File: config.mk
export PLATFORM = sky130hd
export DESIGN_NAME = wb_initiator_flat
export DESIGN_NICKNAME = d
export VERILOG_FILES = /design/src/rtl/wb_initiator_pkg.sv /design/src/rtl/wb_initiator_if.sv /design/src/rtl/wb_initiator_timeout.sv /design/src/rtl/wb_initiator.sv /design/src/flat_wrapper.sv
export SDC_FILE = /design/constraint.sdc
export NUM_CORES = 1
export LEC_CHECK = 0
export ABC_AREA = 0
export CAP_MARGIN = 10
export CORE_UTILIZATION = 42
export CTS_BUF_LIST = sky130_fd_sc_hd__clkbuf_8 sky130_fd_sc_hd__clkbuf_16
export CTS_CLUSTER_SIZE = 24
export DETAILED_ROUTE_END_ITERATION = 8
export PLACE_DENSITY = 0.86
export SETUP_SLACK_MARGIN = 0.02
export SLEW_MARGIN = 20
export SYNTH_ARGS = -nofsm -noshare
export SYNTH_HDL_FRONTEND = slang
export SYNTH_HIERARCHICAL = 1
export SYNTH_SLANG_ARGS = --single-unit
File: constraint.sdc
create_clock -name WBs_CLK_i -period 2.53 [get_ports WBs_CLK_i]
set_input_delay 0.759 -clock WBs_CLK_i [delete_from_list [all_inputs] [get_ports WBs_CLK_i]]
set_output_delay 0.759 -clock WBs_CLK_i [all_outputs]
set_load 0.01 [all_outputs]
File: src/rtl/wb_initiator_pkg.sv
// Shared types and constants for the Wishbone register-access initiator.
package wb_initiator_pkg;

    typedef enum logic [1:0] {
        IDLE = 2'd0,
        BUS  = 2'd1,
        RESP = 2'd2
    } state_t;

    localparam logic [31:0] WB_ADDR_ALIGN_MASK = 32'hFFFF_FFFC;
    localparam logic [31:0] DEFAULT_READ_VALUE = 32'hBADFABAC;

endpackage

File: src/rtl/wb_initiator_if.sv
// Client request/response and Wishbone bus signals of the initiator.
interface wb_initiator_if #(
    parameter int APERWIDTH     = 17,
    parameter int ERR_CNT_WIDTH = 8
);
    logic                     req_valid_i;
    logic                     req_ready_o;
    logic                     req_we_i;
    logic [APERWIDTH-1:0]     req_adr_i;
    logic [3:0]               req_byte_stb_i;
    logic [31:0]              req_dat_i;
    logic                     rsp_valid_o;
    logic                     rsp_ready_i;
    logic [31:0]              rsp_dat_o;
    logic                     rsp_err_o;
    logic [APERWIDTH-1:0]     WBm_ADR_o;
    logic                     WBm_CYC_o;
    logic                     WBm_STB_o;
    logic                     WBm_WE_o;
    logic                     WBm_RD_o;
    logic [3:0]               WBm_BYTE_STB_o;
    logic [31:0]              WBm_DAT_o;
    logic [31:0]              WBm_DAT_i;
    logic                     WBm_ACK_i;
    logic [ERR_CNT_WIDTH-1:0] err_cnt_o;

    modport master (
        input  req_valid_i, req_we_i, req_adr_i, req_byte_stb_i,
        input  req_dat_i, rsp_ready_i, WBm_DAT_i, WBm_ACK_i,
        output req_ready_o, rsp_valid_o, rsp_dat_o, rsp_err_o,
        output WBm_ADR_o, WBm_CYC_o, WBm_STB_o, WBm_WE_o, WBm_RD_o,
        output WBm_BYTE_STB_o, WBm_DAT_o, err_cnt_o
    );

    modport slave (
        output req_valid_i, req_we_i, req_adr_i, req_byte_stb_i,
        output req_dat_i, rsp_ready_i, WBm_DAT_i, WBm_ACK_i,
        input  req_ready_o, rsp_valid_o, rsp_dat_o, rsp_err_o,
        input  WBm_ADR_o, WBm_CYC_o, WBm_STB_o, WBm_WE_o, WBm_RD_o,
        input  WBm_BYTE_STB_o, WBm_DAT_o, err_cnt_o
    );

endinterface

File: src/rtl/wb_initiator_timeout.sv
// Up-counter with synchronous clear, enable and terminal-count flag.
module wb_initiator_timeout #(
    parameter int               WIDTH    = 8,
    parameter logic [WIDTH-1:0] TERMINAL = '1
) (
    input  logic             i_clk,
    input  logic             i_rst_n,
    input  logic             i_clr,
    input  logic             i_en,
    output logic [WIDTH-1:0] o_cnt,
    output logic             o_tc
);

    logic [WIDTH-1:0] r_cnt;

    always_ff @(posedge i_clk or negedge i_rst_n) begin
        if (!i_rst_n) begin
            r_cnt <= '0;
        end else if (i_clr) begin
            r_cnt <= '0;
        end else if (i_en) begin
            r_cnt <= r_cnt + 1'b1;
        end
    end

    assign o_cnt = r_cnt;
    assign o_tc  = (r_cnt == TERMINAL);

endmodule

File: src/rtl/wb_initiator.sv
// Single-word Wishbone classic initiator with ACK timeout and error count.
module wb_initiator
    import wb_initiator_pkg::state_t,
           wb_initiator_pkg::IDLE,
           wb_initiator_pkg::BUS,
           wb_initiator_pkg::RESP,
           wb_initiator_pkg::WB_ADDR_ALIGN_MASK;
#(
    parameter int          APERWIDTH          = 17,
    parameter int          TIMEOUT_CYCLES     = 255,
    parameter logic [31:0] DEFAULT_READ_VALUE = wb_initiator_pkg::DEFAULT_READ_VALUE,
    parameter int          ERR_CNT_WIDTH      = 8
) (
    input  logic           WBs_CLK_i,
    input  logic           WBs_RST_n_i,
    wb_initiator_if.master bus
);

    localparam int            TW      = $clog2(TIMEOUT_CYCLES + 1);
    localparam logic [TW-1:0] TO_TERM = TW'(TIMEOUT_CYCLES - 1);

    state_t               r_state;
    state_t               w_next;
    logic                 w_req_ready;
    logic                 w_rsp_valid;
    logic                 w_accept;
    logic                 w_leave;
    logic                 w_timeout;
    logic                 w_to_tc;
    logic                 w_ecnt_tc;
    logic [TW-1:0]        w_unused_to_cnt;
    logic [APERWIDTH-1:0] w_adr;

    logic [APERWIDTH-1:0] r_adr;
    logic                 r_stb;
    logic                 r_we;
    logic [3:0]           r_bstb;
    logic [31:0]          r_dat;
    logic [31:0]          r_rsp_dat;
    logic                 r_rsp_err;

    always_ff @(posedge WBs_CLK_i or negedge WBs_RST_n_i) begin
        if (!WBs_RST_n_i) r_state <= IDLE;
        else              r_state <= w_next;
    end

    always_comb begin
        w_next      = r_state;
        w_req_ready = 1'b0;
        w_rsp_valid = 1'b0;
        unique case (r_state)
            IDLE: begin
                w_req_ready = 1'b1;
                if (bus.req_valid_i) w_next = BUS;
            end
            BUS: begin
                if (bus.WBm_ACK_i || w_to_tc) w_next = RESP;
            end
            RESP: begin
                w_rsp_valid = 1'b1;
                if (bus.rsp_ready_i) w_next = IDLE;
            end
            default: w_next = IDLE;
        endcase
    end

    assign w_accept  = w_req_ready & bus.req_valid_i;
    assign w_leave   = (r_state == BUS) & (bus.WBm_ACK_i | w_to_tc);
    // ACK on the terminal cycle wins over the timeout
    assign w_timeout = (r_state == BUS) & ~bus.WBm_ACK_i & w_to_tc;
    assign w_adr     = bus.req_adr_i & WB_ADDR_ALIGN_MASK[APERWIDTH-1:0];

    always_ff @(posedge WBs_CLK_i or negedge WBs_RST_n_i) begin
        if (!WBs_RST_n_i) begin
            r_adr     <= '0;
            r_stb     <= 1'b0;
            r_we      <= 1'b0;
            r_bstb    <= 4'h0;
            r_dat     <= 32'h0;
            r_rsp_dat <= 32'h0;
            r_rsp_err <= 1'b0;
        end else if (w_accept) begin
            r_adr  <= w_adr;
            r_stb  <= 1'b1;
            r_we   <= bus.req_we_i;
            r_bstb <= bus.req_we_i ? bus.req_byte_stb_i : 4'hF;
            r_dat  <= bus.req_we_i ? bus.req_dat_i : 32'h0;
        end else if (w_leave) begin
            r_stb     <= 1'b0;
            r_we      <= 1'b0;
            r_bstb    <= 4'h0;
            r_dat     <= 32'h0;
            r_rsp_err <= ~bus.WBm_ACK_i;
            if (r_we)                r_rsp_dat <= 32'h0;
            else if (bus.WBm_ACK_i)  r_rsp_dat <= bus.WBm_DAT_i;
            else                     r_rsp_dat <= DEFAULT_READ_VALUE;
        end
    end

    wb_initiator_timeout #(
        .WIDTH    (TW),
        .TERMINAL (TO_TERM)
    ) u_timeout (
        .i_clk   (WBs_CLK_i),
        .i_rst_n (WBs_RST_n_i),
        .i_clr   (w_accept),
        .i_en    (r_state == BUS),
        .o_cnt   (w_unused_to_cnt),
        .o_tc    (w_to_tc)
    );

    wb_initiator_timeout #(
        .WIDTH    (ERR_CNT_WIDTH),
        .TERMINAL ('1)
    ) u_err_cnt (
        .i_clk   (WBs_CLK_i),
        .i_rst_n (WBs_RST_n_i),
        .i_clr   (1'b0),
        .i_en    (w_timeout & ~w_ecnt_tc),
        .o_cnt   (bus.err_cnt_o),
        .o_tc    (w_ecnt_tc)
    );

    assign bus.req_ready_o    = w_req_ready;
    assign bus.rsp_valid_o    = w_rsp_valid;
    assign bus.rsp_dat_o      = r_rsp_dat;
    assign bus.rsp_err_o      = r_rsp_err;
    assign bus.WBm_ADR_o      = r_adr;
    assign bus.WBm_CYC_o      = r_stb;
    assign bus.WBm_STB_o      = r_stb;
    assign bus.WBm_WE_o       = r_we;
    assign bus.WBm_RD_o       = r_stb & ~r_we;
    assign bus.WBm_BYTE_STB_o = r_bstb;
    assign bus.WBm_DAT_o      = r_dat;

endmodule
File: src/flat_wrapper.sv
// flat-port wrapper written by rule: the top's interface ports become plain ports
module wb_initiator_flat import wb_initiator_pkg::state_t,
           wb_initiator_pkg::IDLE,
           wb_initiator_pkg::BUS,
           wb_initiator_pkg::RESP,
           wb_initiator_pkg::WB_ADDR_ALIGN_MASK;
#(
    parameter int          APERWIDTH          = 17,
    parameter int          TIMEOUT_CYCLES     = 255,
    parameter logic [31:0] DEFAULT_READ_VALUE = wb_initiator_pkg::DEFAULT_READ_VALUE,
    parameter int          ERR_CNT_WIDTH      = 8
)
  (WBs_CLK_i, WBs_RST_n_i, bus_req_valid_i, bus_req_we_i, bus_req_adr_i, bus_req_byte_stb_i, bus_req_dat_i, bus_rsp_ready_i, bus_WBm_DAT_i, bus_WBm_ACK_i, bus_req_ready_o, bus_rsp_valid_o, bus_rsp_dat_o, bus_rsp_err_o, bus_WBm_ADR_o, bus_WBm_CYC_o, bus_WBm_STB_o, bus_WBm_WE_o, bus_WBm_RD_o, bus_WBm_BYTE_STB_o, bus_WBm_DAT_o, bus_err_cnt_o);
  wb_initiator_if #(.APERWIDTH(APERWIDTH), .ERR_CNT_WIDTH(ERR_CNT_WIDTH)) bus_i ();
  input  logic WBs_CLK_i;
  input  logic WBs_RST_n_i;
  input wire logic [$bits(bus_i.req_valid_i)-1:0] bus_req_valid_i;
  input wire logic [$bits(bus_i.req_we_i)-1:0] bus_req_we_i;
  input wire logic [$bits(bus_i.req_adr_i)-1:0] bus_req_adr_i;
  input wire logic [$bits(bus_i.req_byte_stb_i)-1:0] bus_req_byte_stb_i;
  input wire logic [$bits(bus_i.req_dat_i)-1:0] bus_req_dat_i;
  input wire logic [$bits(bus_i.rsp_ready_i)-1:0] bus_rsp_ready_i;
  input wire logic [$bits(bus_i.WBm_DAT_i)-1:0] bus_WBm_DAT_i;
  input wire logic [$bits(bus_i.WBm_ACK_i)-1:0] bus_WBm_ACK_i;
  output wire logic [$bits(bus_i.req_ready_o)-1:0] bus_req_ready_o;
  output wire logic [$bits(bus_i.rsp_valid_o)-1:0] bus_rsp_valid_o;
  output wire logic [$bits(bus_i.rsp_dat_o)-1:0] bus_rsp_dat_o;
  output wire logic [$bits(bus_i.rsp_err_o)-1:0] bus_rsp_err_o;
  output wire logic [$bits(bus_i.WBm_ADR_o)-1:0] bus_WBm_ADR_o;
  output wire logic [$bits(bus_i.WBm_CYC_o)-1:0] bus_WBm_CYC_o;
  output wire logic [$bits(bus_i.WBm_STB_o)-1:0] bus_WBm_STB_o;
  output wire logic [$bits(bus_i.WBm_WE_o)-1:0] bus_WBm_WE_o;
  output wire logic [$bits(bus_i.WBm_RD_o)-1:0] bus_WBm_RD_o;
  output wire logic [$bits(bus_i.WBm_BYTE_STB_o)-1:0] bus_WBm_BYTE_STB_o;
  output wire logic [$bits(bus_i.WBm_DAT_o)-1:0] bus_WBm_DAT_o;
  output wire logic [$bits(bus_i.err_cnt_o)-1:0] bus_err_cnt_o;
  assign bus_i.req_valid_i = bus_req_valid_i;
  assign bus_i.req_we_i = bus_req_we_i;
  assign bus_i.req_adr_i = bus_req_adr_i;
  assign bus_i.req_byte_stb_i = bus_req_byte_stb_i;
  assign bus_i.req_dat_i = bus_req_dat_i;
  assign bus_i.rsp_ready_i = bus_rsp_ready_i;
  assign bus_i.WBm_DAT_i = bus_WBm_DAT_i;
  assign bus_i.WBm_ACK_i = bus_WBm_ACK_i;
  assign bus_req_ready_o = bus_i.req_ready_o;
  assign bus_rsp_valid_o = bus_i.rsp_valid_o;
  assign bus_rsp_dat_o = bus_i.rsp_dat_o;
  assign bus_rsp_err_o = bus_i.rsp_err_o;
  assign bus_WBm_ADR_o = bus_i.WBm_ADR_o;
  assign bus_WBm_CYC_o = bus_i.WBm_CYC_o;
  assign bus_WBm_STB_o = bus_i.WBm_STB_o;
  assign bus_WBm_WE_o = bus_i.WBm_WE_o;
  assign bus_WBm_RD_o = bus_i.WBm_RD_o;
  assign bus_WBm_BYTE_STB_o = bus_i.WBm_BYTE_STB_o;
  assign bus_WBm_DAT_o = bus_i.WBm_DAT_o;
  assign bus_err_cnt_o = bus_i.err_cnt_o;
  wb_initiator #(.APERWIDTH(APERWIDTH), .TIMEOUT_CYCLES(TIMEOUT_CYCLES), .DEFAULT_READ_VALUE(DEFAULT_READ_VALUE), .ERR_CNT_WIDTH(ERR_CNT_WIDTH)) u_core (.WBs_CLK_i(WBs_CLK_i), .WBs_RST_n_i(WBs_RST_n_i), .bus(bus_i));
endmodule
==> summary.log, run 1 <==
[status] status finished, final reports clean
[drt] via count 3655
[power] Clk pwr share 0.162
[drt] post-route antenna net violation count 0
[clocking] Worst-path clk slew 0.10 ns
[critical_path] required time reported for the critical path endpoint 1.77 ns
[sta] final critical delay including setup and external delays 2.346 ns
[synthesis] top cells by area in the synthesized netlist dfrtp_1, o21ai_0, a22o_1, mux2_2, o31ai_1
[critical_path] number of cell instances on the worst register-to-register path 10
[critical_path] arrival time at the worst endpoint 1.59 ns
[critical_path] worst setup path class reg2out
[power] switching part of the total power 0.3320
[global_route] via count of the first global-routing pass 3647
[critical_path] FF-to-FF setup slack 0.32 ns
[clocking] depth of the CTS H-tree 3
[global_route] overall overflow remaining after global route 0
[floorplanning] number of top-level design ports 191
[finish] number of nets in the layout 648
[finish] end-of-flow core utilization 0.6606
[floorplanning] core outline area 0.009955 mm²
[drt] DRC errors left 0
[critical_path] type of origin of the critical path flop
[finish] diodes inserted 0
[sta] maximum clock frequency 426.2 MHz
[clocking] number of CTS-inserted buffers 9
[global_route] wire length of the first global-routing pass 18110 µm
[finish] share of final-layout standard cells stronger than drive strength 1 0.08945
[floorplanning] Chip Width 104.3 µm
[sta] RSZ-0062 raised after global routing false
[clocking] CTS sink cnt 104
[sta] final count of pins violating max slew 0
[clocking] total of cells resized after clock tree synthesis 0
[clocking] hold buffer count at cts 0
[drt] Initial DRC Count 164
[critical_path] sort of element at the end of the critical path output port
[synthesis] Yosys cell types 36
[sta] final critical-path share of the clock period 0.9274
[clocking] cell at the root of the clock tree clkbuf_8
[synthesis] synthesized instance count 375
[critical_path] maximum fanout along the worst path 6
[synthesis] sequential share of the synthesized area 0.5926
[place] Post-DP HPWL 7967 µm
[clocking] CTS tree built
[power] leakage power of the design 2.772 nW
[place] count of port buffers added during placement 186
[drt] DR vias/cell 5.282
[clocking] buffer levels on the longest clock path 2
[clocking] clock insertion delay at the later pin of the skew report 0.35 ns
[drt] WL final 11160 µm
[synthesis] Synth warnings 6
[power] Power Internal 4.476 mW
[power] Switching Power 2.224 mW
[floorplanning] Placement Rows 36
[floorplanning] Initial Util 0.4412
[sta] final worst hold slack 0.3578 ns
[sta] relative max-transition margin 0.6665
[sta] worst setup skew after layout 0.01581 ns
[floorplanning] Die Ht 104.3 µm
[synthesis] synthesized area divided by synthesized cell count 11.71 µm²
[synthesis] area fraction of the dominant cell type after synthesis 0.5926
[critical_path] CP top delay family buffers and inverters
[critical_path] CP cell instances nand2b_1, inv_1, clkdlybuf4s50_1
[global_route] antenna violations before repair 0
[critical_path] Crit path buffers/inverters 2
[synthesis] register bit total from synthesis 104
[power] PnR Total Power 6.700 mW
[global_route] largest net degree at the start of global routing 51
[power] peak supply drop 638.1 µV
[job] number of max-capacitance violations reported 0
[sta] actual slew at the worst max-slew pin 0.5002 ns
[hold_path] worst hold path class in2async
[sta] number of endpoints with negative hold slack in the final report 0
[global_route] Total GRT Usage 0.2058
[synthesis] cell accounting for the most synthesized area dfrtp_1
[sta] final setup violation count 0
[clocking] count of buffers added by post-CTS timing repair for setup 0
[power] part of the power in combinational logic 0.447
[synthesis] post-synthesis instance area 0.004392 mm²
[critical_path] CP Depth 3
[drt] number of iterations in the first detailed-routing pass 4
[critical_path] CP max stage cell clkdlybuf4s50_1
[finish] Layout Area Growth over Synthesis 49.74%
[power] power density normalized to cell area 1019 mW/mm²
[critical_path] reg2reg end u_core/u_err_cnt/o_cnt[5]$_DFFE_PN0P_
[power] register share of total power 0.390
[critical_path] worst reg2reg path startpoint u_core/u_timeout/o_cnt[0]$_DFFE_PN0P_
[drt] Routed WL per cell 16.12 µm
[floorplanning] die area 0.01087 mm²
[sta] setup TNS 0 ns
[critical_path] Slowest Stage Delay on Critical Path 0.54 ns
[place] RePlAce Congestion 0.8062
placed cells by master, fill, tap and decap left out, types with 4 or more instances in the layout:
cell,Yosys,routed
buf_4,9,11
nand3_1,6,6
nand2_1,16,16
inv_1,3,5
clkbuf_8,0,9
nor2_1,14,14
a21oi_1,8,8
or3_1,6,6
dfrtp_1,104,104
o31ai_1,21,21
o21ai_0,60,60
a22o_1,32,32
nor2b_1,23,23
mux2_2,15,15
xor2_1,6,6
clkdlybuf4s50_1,0,185
nand4_1,4,4
flip-flops by register name, indices dropped and copies added, names as in the netlist:
| register | cells |
|---|---|
| u_core/bus.WBm_CYC_o | 1 |
| u_core/r_state | 2 |
| u_core/u_err_cnt/o_cnt | 8 |
| u_core/bus.rsp_err_o | 1 |
| u_core/u_timeout/o_cnt | 8 |
| u_core/bus.rsp_dat_o | 32 |
| u_core/bus.WBm_DAT_o | 32 |
| u_core/bus.WBm_ADR_o | 15 |
| u_core/bus.WBm_BYTE_STB_o | 4 |
| u_core/bus.WBm_WE_o | 1 |
power groups by stage:
stage	Clock [mW]	Sequential (mW)	Combinational (mW)
6_report	1.09	2.62	3.00
4_1_cts	1.12	2.62	3.03
3_5_place_dp	0	2.65	3.02
2_1_floorplan	0	2.88	1.15
3_3_place_gp	0	2.62	2.94
5_1_grt	1.19	2.69	3.21
per-layer routing:
layer  global-route usage  wire (µm)  part of all wire
met1               0.2647       4652              0.42
met2               0.3386       5427              0.49
met3              0.04386        780             0.070
met4              0.08367        297             0.027
met5                    0          0                 0
worst reg2reg max path, cell delays in order, from the launching register on:
cell	delay (ns)
dfrtp_1	0.46
inv_1	0.09
ha_1	0.14
nand3_1	0.07
nor2_1	0.30
nand2_1	0.09
nor3_1	0.15
buf_4	0.19
nand4_4	0.14
or3_1	0.36
a21oi_1	0.16
synthesized netlist by cell type:
cell type,number
buf_1,1
clkbuf_2,1
buf_2,6
o31ai_1,21
nor2b_1,23
nand4_1,4
nor3_1,1
nand2b_1,2
xor2_1,6
inv_1,3
nor3b_4,1
o21ai_1,2
nand3_1,6
a22o_1,32
a211o_4,1
xnor2_1,2
mux2_2,15
a21oi_1,8
nand2_1,16
ha_1,3
buf_4,9
clkbuf_1,12
mux2i_1,1
nand4_4,2
a21o_1,3
and2_1,1
nor2_2,1
o21ai_2,1
o21ai_0,60
or3_1,6
conb_1,1
buf_6,4
inv_4,1
dfrtp_1,104
a211oi_1,1
nor2_1,14
logic make-up after synthesis:
family	share of synthesized area
other cells	0.0008539
buf+inv	0.04871
simple gates	0.1003
xor+xnor	0.01596
fa+ha+maj	0.008548
compound gates	0.1923
flops	0.5926
mux	0.04074
worst max-delay path by stage:
stage | slack, ns | to | from
5_1_grt | 0.08 | bus_rsp_valid_o | u_core/r_state[0]$_DFFE_PN0P_
3_5_place_dp | 0.11 | u_core/u_err_cnt/o_cnt[5]$_DFFE_PN0P_ | bus_WBm_ACK_i
3_3_place_gp | 0.15 | u_core/u_err_cnt/o_cnt[5]$_DFFE_PN0P_ | bus_WBm_ACK_i
6_report | 0.18 | bus_rsp_valid_o | u_core/r_state[0]$_DFFE_PN0P_
2_1_floorplan | 0.49 | u_core/u_err_cnt/o_cnt[5]$_DFFE_PN0P_ | bus_WBm_ACK_i
4_1_cts | 0.16 | bus_rsp_valid_o | u_core/r_state[0]$_DFFE_PN0P_
through the flow:
stage,instances,setup WS [ns],area [µm²]
after floorplan,377,0.4924,4399
after global placement,676,0.1540,6364
after detailed placement,676,0.1058,6364
after CTS,692,0.1575,6576
after global routing,692,0.08496,6576
final,692,0.1837,6576
cell type report:
| class | instances | area, µm² |
|---|---|---|
| sequential | 104 | 2603 |
| multi-input combinational | 236 | 1583 |
| inverter | 4 | 17.52 |
| clock buffer | 9 | 123.9 |
| timing repair buffer | 199 | 1994 |
| fill | 769 | 3378 |
| tap | 133 | 166.4 |
| clock inverter | 7 | 88.84 |
Note: power is estimated with default switching activity, not from simulation.
==> run 2: changes to the inputs <==
==> constraint.sdc (replaced) <==
create_clock -name WBs_CLK_i -period 2.53 [get_ports WBs_CLK_i]
set_input_delay 0.506 -clock WBs_CLK_i [delete_from_list [all_inputs] [get_ports WBs_CLK_i]]
set_output_delay 0.506 -clock WBs_CLK_i [all_outputs]
set_load 0.01 [all_outputs]
==> run 2 against run 1 <==
  * Global-route usage up 0.46 points
  * Cell area down 0.91%
  * Worst setup slack better by 0.14 ns
  * Critical endpoint is now u_core/u_err_cnt/o_cnt[7]$_DFFE_PN0P_
  * Cell count down 0.29%
  * Core utilization down 0.60 points
  * Register-to-register slack about the same
  * Critical path depth up 7
  * Largest power group unchanged
  * Largest cell class unchanged
  * Clock power down 7%
  * Clock skew down 0.0071 ns
  * Wire length up 0.72%
  * Die area unchanged
==> summary.log, run 2 (synthesized netlist as in run 1, its figures left out) <==
[finish] leading cell types in the layout, fill and taps excluded clkdlybuf4s50_1, dfrtp_1, o21ai_0
[clocking] count of buffers added by post-CTS timing repair for setup 0 [unchanged]
[sta] final critical-path share of the clock period 0.8718 [-0.05553]
[sta] worst setup skew after layout 0.008719 ns [-0.007090 ns]
[critical_path] maximum fanout along the worst path 6 [unchanged]
[floorplanning] Initial Util 0.4412 [unchanged]
[power] power density normalized to cell area 1010 mW/mm² [-0.88%]
[global_route] antenna violations before repair 0 [unchanged]
[clocking] buffer levels on the longest clock path 2 [unchanged]
[critical_path] worst setup path class reg2reg
[floorplanning] number of top-level design ports 191 [unchanged]
[critical_path] required time reported for the critical path endpoint 2.80 ns [+1.03 ns]
[drt] via count 3629 [-0.71%]
[critical_path] sort of element at the end of the critical path flop
[drt] Initial DRC Count 200 [+22%]
[sta] RSZ-0062 raised after global routing false
[clocking] number of CTS-inserted buffers 9 [unchanged]
[global_route] Total GRT Usage 0.2104 [+0.004648]
[finish] Layout Area Growth over Synthesis 48.38%
[critical_path] number of cell instances on the worst register-to-register path 10 [unchanged]
[sta] final count of pins violating max slew 0 [unchanged]
[clocking] cell at the root of the clock tree clkbuf_8
[place] count of port buffers added during placement 186 [unchanged]
[finish] number of nets in the layout 647 [-0.15%]
[sta] maximum clock frequency 453.4 MHz [+6.4%]
[global_route] largest net degree at the start of global routing 54 [+5.9%]
[clocking] depth of the CTS H-tree 3 [unchanged]
[sta] setup TNS 0 ns [unchanged]
[floorplanning] core outline area 0.009955 mm² [unchanged]
[floorplanning] Chip Width 104.3 µm [unchanged]
[clocking] Worst-path clk slew 0.10 ns [about the same]
[finish] post-route cell area 0.006516 mm² [-0.91%]
[finish] most common library cell in the layout ignoring fill and taps clkdlybuf4s50_1
[floorplanning] Die Ht 104.3 µm [unchanged]
[drt] post-route antenna net violation count 0 [unchanged]
[critical_path] type of origin of the critical path flop
[clocking] clock insertion delay at the later pin of the skew report 0.35 ns [about the same]
[sta] final critical delay including setup and external delays 2.206 ns [-0.1405 ns]
[clocking] CTS tree built
[power] leakage power of the design 2.747 nW [-0.92%]
[status] status finished, final reports clean
[global_route] overall overflow remaining after global route 0 [unchanged]
[drt] WL final 11240 µm [+0.72%]
[hold_path] worst hold path class in2async
[global_route] wire length of the first global-routing pass 18370 µm [+1.4%]
[drt] DRC errors left 0 [unchanged]
[place] Placed Instance Area 0.006331 mm² [-0.51%]
[job] number of max-capacitance violations reported 0 [unchanged]
[finish] share of final-layout standard cells stronger than drive strength 1 0.08797 [-0.001474]
[drt] number of iterations in the first detailed-routing pass 4 [unchanged]
[clocking] total of cells resized after clock tree synthesis 0 [unchanged]
[sta] number of endpoints with negative hold slack in the final report 0 [unchanged]
[place] Post-DP HPWL 8083 µm [+1.5%]
[global_route] via count of the first global-routing pass 3734 [+2.4%]
[place] RePlAce Congestion 0.7883 [-2.2%]
[finish] diodes inserted 0 [unchanged]
[drt] Routed WL per cell 16.29 µm [+1.0%]
[floorplanning] Placement Rows 36 [unchanged]
[drt] DR vias/cell 5.259 [-0.42%]
[floorplanning] die area 0.01087 mm² [unchanged]
[sta] final worst hold slack 0.02237 ns [-0.3354 ns]
[clocking] CTS sink cnt 104 [unchanged]
[clocking] hold buffer count at cts 0 [unchanged]
[critical_path] arrival time at the worst endpoint 2.48 ns [+0.89 ns]
[power] peak supply drop 436.0 µV [-32%]
[sta] final setup violation count 0 [unchanged]
-- run 2: path summary, 6_finish.rpt --
check	startpoint	end	slack, ns
min in group WBs_CLK_i	u_core/bus.WBm_DAT_o[31]$_DFFE_PN0P_	u_core/bus.WBm_DAT_o[31]$_DFFE_PN0P_	0.51
min reg2reg	u_core/bus.WBm_DAT_o[31]$_DFFE_PN0P_	u_core/bus.WBm_DAT_o[31]$_DFFE_PN0P_	0.51
min	WBs_RST_n_i	u_core/bus.rsp_dat_o[17]$_DFFE_PN0P_	0.02
max	u_core/u_timeout/o_cnt[0]$_DFFE_PN0P_	u_core/u_err_cnt/o_cnt[7]$_DFFE_PN0P_	0.32
max reg2reg	u_core/u_timeout/o_cnt[0]$_DFFE_PN0P_	u_core/u_err_cnt/o_cnt[7]$_DFFE_PN0P_	0.32
max in group asynchronous	WBs_RST_n_i	u_core/bus.WBm_DAT_o[15]$_DFFE_PN0P_	1.80
-- run 2: metal layers --
metal  track usage  share of wire  up-vias
li1              -              -     1690
met1        0.2683           0.43     1774
met2        0.3533           0.49      143
met3       0.05263          0.059       22
met4       0.06327          0.023        0
met5             0              0        -
-- run 2: layout make-up --
| cell class | instances | area (µm²) |
|---|---|---|
| multi-input cells | 236 | 1583 |
| well taps | 133 | 166.4 |
| clock buffers | 9 | 123.9 |
| clock inverters | 6 | 61.31 |
| repair buffers | 198 | 1962 |
| inverters | 4 | 17.52 |
| flip-flops and latches | 104 | 2603 |
| fillers | 777 | 3438 |
-- run 2: through the flow --
stage	setup WS, ns	power (mW)	std cells	util
2_1_floorplan	0.5889	4.025	377	-
3_3_place_gp	0.3782	5.523	675	0.6360
3_5_place_dp	0.3548	5.634	675	0.6360
4_1_cts	0.3348	6.633	690	0.6546
5_1_grt	0.1422	6.975	690	0.6546
6_report	0.3242	6.581	690	0.6546
-- run 2: worst max-delay path: stages, from the launching register on --
cell,delay [ns]
dfrtp_1,0.46
inv_1,0.09
ha_1,0.15
nand3_1,0.07
nor2_1,0.31
nand2_1,0.09
nor3_1,0.15
buf_4,0.19
nand4_4,0.13
or3_1,0.34
a21oi_1,0.16
-- run 2: power by group --
| group | leakage (nW) | total, mW | switching, mW | internal, mW |
|---|---|---|---|---|
| combinational | 1.30 | 2.96 | 1.32 | 1.64 |
| sequential | 1.34 | 2.61 | 0.359 | 2.25 |
| clock | 0.101 | 1.01 | 0.555 | 0.452 |
| total | 2.75 | 6.58 | 2.23 | 4.35 |
==> run 3: changes to the inputs <==
--- a/config.mk
+++ b/config.mk
@@ -7,11 +7,12 @@
 export LEC_CHECK = 0
 export ABC_AREA = 0
 export CAP_MARGIN = 10
-export CORE_UTILIZATION = 42
+export CORE_UTILIZATION = 55
 export CTS_BUF_LIST = sky130_fd_sc_hd__clkbuf_8 sky130_fd_sc_hd__clkbuf_16
 export CTS_CLUSTER_SIZE = 24
 export DETAILED_ROUTE_END_ITERATION = 8
-export PLACE_DENSITY = 0.86
+export DONT_BUFFER_PORTS = 1
+export PLACE_DENSITY = 0.76
 export SETUP_SLACK_MARGIN = 0.02
 export SLEW_MARGIN = 20
 export SYNTH_ARGS = -nofsm -noshare
==> run 3 against run 2 <==
  * The run now ends with negative hold slack left
  * Sequential power is 15% higher
  * Maximum frequency is 5.0% higher
  * Core utilization is 5.9 points lower
  * Clock skew is 0.0029 ns higher
  * Highest routed layer unchanged
  * Cell area is 29% lower
  * First-iteration DRC count is 42% lower
  * Register-to-register slack better by 0.11 ns
  * Non-clock buffer count is 192 lower
  * Clock power is 9.9% higher
  * Wire length is 22% lower
  * Largest power group is now sequential cells
  * Hold slack worse by 0.20 ns
  * Combinational power is 58% lower
==> summary.log, run 3 (synthesized netlist as in run 1, its figures left out) <==
[drt] DRC errors left 0 [unchanged]
[place] RePlAce Congestion 0.7356 [-6.7%]
[critical_path] number of cell instances on the worst register-to-register path 10 [unchanged]
[global_route] wire length of the first global-routing pass 14360 µm [-22%]
[floorplanning] number of top-level design ports 191 [unchanged]
[sta] worst setup skew after layout 0.01158 ns [+0.002865 ns]
[clocking] CTS sink cnt 104 [unchanged]
[drt] WL final 8754 µm [-22%]
[finish] leading cell types in the layout, fill and taps excluded dfrtp_1, o21ai_0, a22o_1
[power] peak supply drop 466.3 µV [+7.0%]
[global_route] Total GRT Usage 0.2182 [+0.007799]
[critical_path] reg2reg end u_core/u_err_cnt/o_cnt[7]$_DFFE_PN0P_
[clocking] total of cells resized after clock tree synthesis 0 [unchanged]
[clocking] CTS tree built
[sta] relative max-transition margin 0.5312
[place] Placed Instance Area 0.004375 mm² [-31%]
[floorplanning] Chip Width 91.36 µm [-12%]
[floorplanning] Initial Util 0.5683 [+0.1272]
[sta] number of endpoints with negative hold slack in the final report 104 [+104]
[finish] most common library cell in the layout ignoring fill and taps dfrtp_1
[clocking] clock insertion delay at the later pin of the skew report 0.36 ns [about the same]
[sta] final setup slack of the worst path 0.4294 ns [+0.1051 ns]
[sta] setup TNS 0 ns [unchanged]
[status] violations in the final reports negative hold slack
[drt] via count 2848 [-22%]
[floorplanning] Die Ht 91.36 µm [-12%]
[floorplanning] core outline area 0.007727 mm² [-22%]
[status] status finished with violations
[global_route] antenna violations before repair 0 [unchanged]
[finish] share of final-layout standard cells stronger than drive strength 1 0.1230 [+0.03498]
[sta] RSZ-0062 raised after global routing false
[sta] final setup violation count 0 [unchanged]
[sta] maximum clock frequency 476.0 MHz [+5.0%]
[drt] post-route antenna net violation count 0 [unchanged]
[finish] post-route cell area 0.004599 mm² [-29%]
[floorplanning] Placement Rows 32 [-11%]
[clocking] number of CTS-inserted buffers 9 [unchanged]
[drt] Initial DRC Count 116 [-42%]
[place] setup slack at placement 0.4447 ns [+0.08986 ns]
[critical_path] type of origin of the critical path flop
[critical_path] maximum fanout along the worst path 6 [unchanged]
[sta] actual slew at the worst max-slew pin 0.7017 ns
[finish] Layout Area Growth over Synthesis 4.729%
[clocking] cell at the root of the clock tree clkbuf_8
[clocking] depth of the CTS H-tree 3 [unchanged]
[job] number of max-capacitance violations reported 0 [unchanged]
[clocking] buffer levels on the longest clock path 2 [unchanged]
[global_route] overall overflow remaining after global route 0 [unchanged]
[critical_path] worst reg2reg path startpoint u_core/u_timeout/o_cnt[0]$_DFFE_PN0P_
[global_route] largest net degree at the start of global routing 105 [+94%]
[critical_path] arrival time at the worst endpoint 2.39 ns [-0.09 ns]
[critical_path] required time reported for the critical path endpoint 2.82 ns [+0.02 ns]
[place] Post-DP HPWL 5895 µm [-27%]
[clocking] count of buffers added by post-CTS timing repair for setup 0 [unchanged]
[sta] final count of pins violating max slew 0 [unchanged]
[clocking] Worst-path clk slew 0.10 ns [about the same]
[drt] DR vias/cell 6.085 [+16%]
[global_route] via count of the first global-routing pass 2825 [-24%]
[sta] final critical delay including setup and external delays 2.101 ns [-0.1051 ns]
[finish] diodes inserted 0 [unchanged]
[critical_path] origin of the worst setup path u_core/u_timeout/o_cnt[0]$_DFFE_PN0P_
[power] leakage power of the design 2.018 nW [-27%]
[critical_path] worst setup path class reg2reg
[power] power density normalized to cell area 1162 mW/mm² [+15%]
[sta] final worst hold slack -0.1741 ns [-0.1965 ns]
[critical_path] sort of element at the end of the critical path flop
[power] PnR Total Power 5.344 mW [-19%]
[floorplanning] die area 0.008347 mm² [-23%]
[drt] Routed WL per cell 18.71 µm [+15%]
[drt] number of iterations in the first detailed-routing pass 4 [unchanged]
[hold_path] worst hold path class in2async
[place] count of port buffers added during placement 0 [-100%]
[critical_path] FF-to-FF setup slack 0.43 ns [+0.11 ns]
[critical_path] end point of the critical path u_core/u_err_cnt/o_cnt[7]$_DFFE_PN0P_
[sta] final critical-path share of the clock period 0.8303 [-0.04156]
[finish] number of nets in the layout 455 [-30%]
[finish] fill count 629 [-19%]
-- run 3: area by class of cell --
| class | instances | area [µm²] | area share |
|---|---|---|---|
| sequential | 104 | 2603 | 0.5658 |
| multi-input combinational | 236 | 1584 | 0.3444 |
| clock buffer | 10 | 137.6 | 0.02992 |
| tap | 102 | 127.6 | 0.02775 |
| clock inverter | 6 | 85.08 | 0.01850 |
| timing repair buffer | 6 | 45.04 | 0.009793 |
| inverter | 4 | 17.52 | 0.003808 |
-- run 3: layer usage --
layer,share of wire,global-route usage
met4,0.010,0.06878
met5,0,0
met2,0.49,0.3561
met1,0.42,0.2749
met3,0.080,0.07370
-- run 3: worst max-delay path, stage by stage, from the launching register on --
cell	delay [ns]
dfrtp_1	0.45
inv_1	0.08
ha_1	0.14
nand3_1	0.07
nor2_1	0.28
nand2_1	0.08
nor3_1	0.14
buf_4	0.19
nand4_4	0.13
or3_1	0.34
a21oi_1	0.14
-- run 3: worst min-delay path by stage --
stage                     start                              endpoint  slack, ns  cells after the start
floorplan           WBs_RST_n_i  u_core/bus.WBm_ADR_o[10]$_DFFE_PN0P_       0.21                      0
detailed placement  WBs_RST_n_i  u_core/bus.rsp_dat_o[11]$_DFFE_PN0P_       0.21                      0
global route        WBs_RST_n_i   u_core/bus.WBm_ADR_o[8]$_DFFE_PN0P_      -0.22                      0
global placement    WBs_RST_n_i   u_core/bus.rsp_dat_o[7]$_DFFE_PN0P_       0.21                      0
finish              WBs_RST_n_i   u_core/bus.rsp_dat_o[7]$_DFFE_PN0P_      -0.17                      0
CTS                 WBs_RST_n_i  u_core/bus.rsp_dat_o[11]$_DFFE_PN0P_      -0.20                      0
-- run 3: where the power goes --
group	total [mW]	switching, mW	internal (mW)
sequential	2.99	0.736	2.26
clock	1.11	0.599	0.510
combinational	1.24	0.698	0.545
-- run 3: stage by stage --
| stage | std cells | util | hold WS (ns) |
|---|---|---|---|
| 6_report | 468 | 0.5952 | -0.1741 |
| 5_1_grt | 468 | 0.5952 | -0.2156 |
| 4_1_cts | 468 | 0.5950 | -0.1955 |
| 3_5_place_dp | 452 | 0.5662 | 0.2125 |
| 3_3_place_gp | 452 | 0.5662 | 0.2122 |
| 2_1_floorplan | 377 | - | 0.2104 |
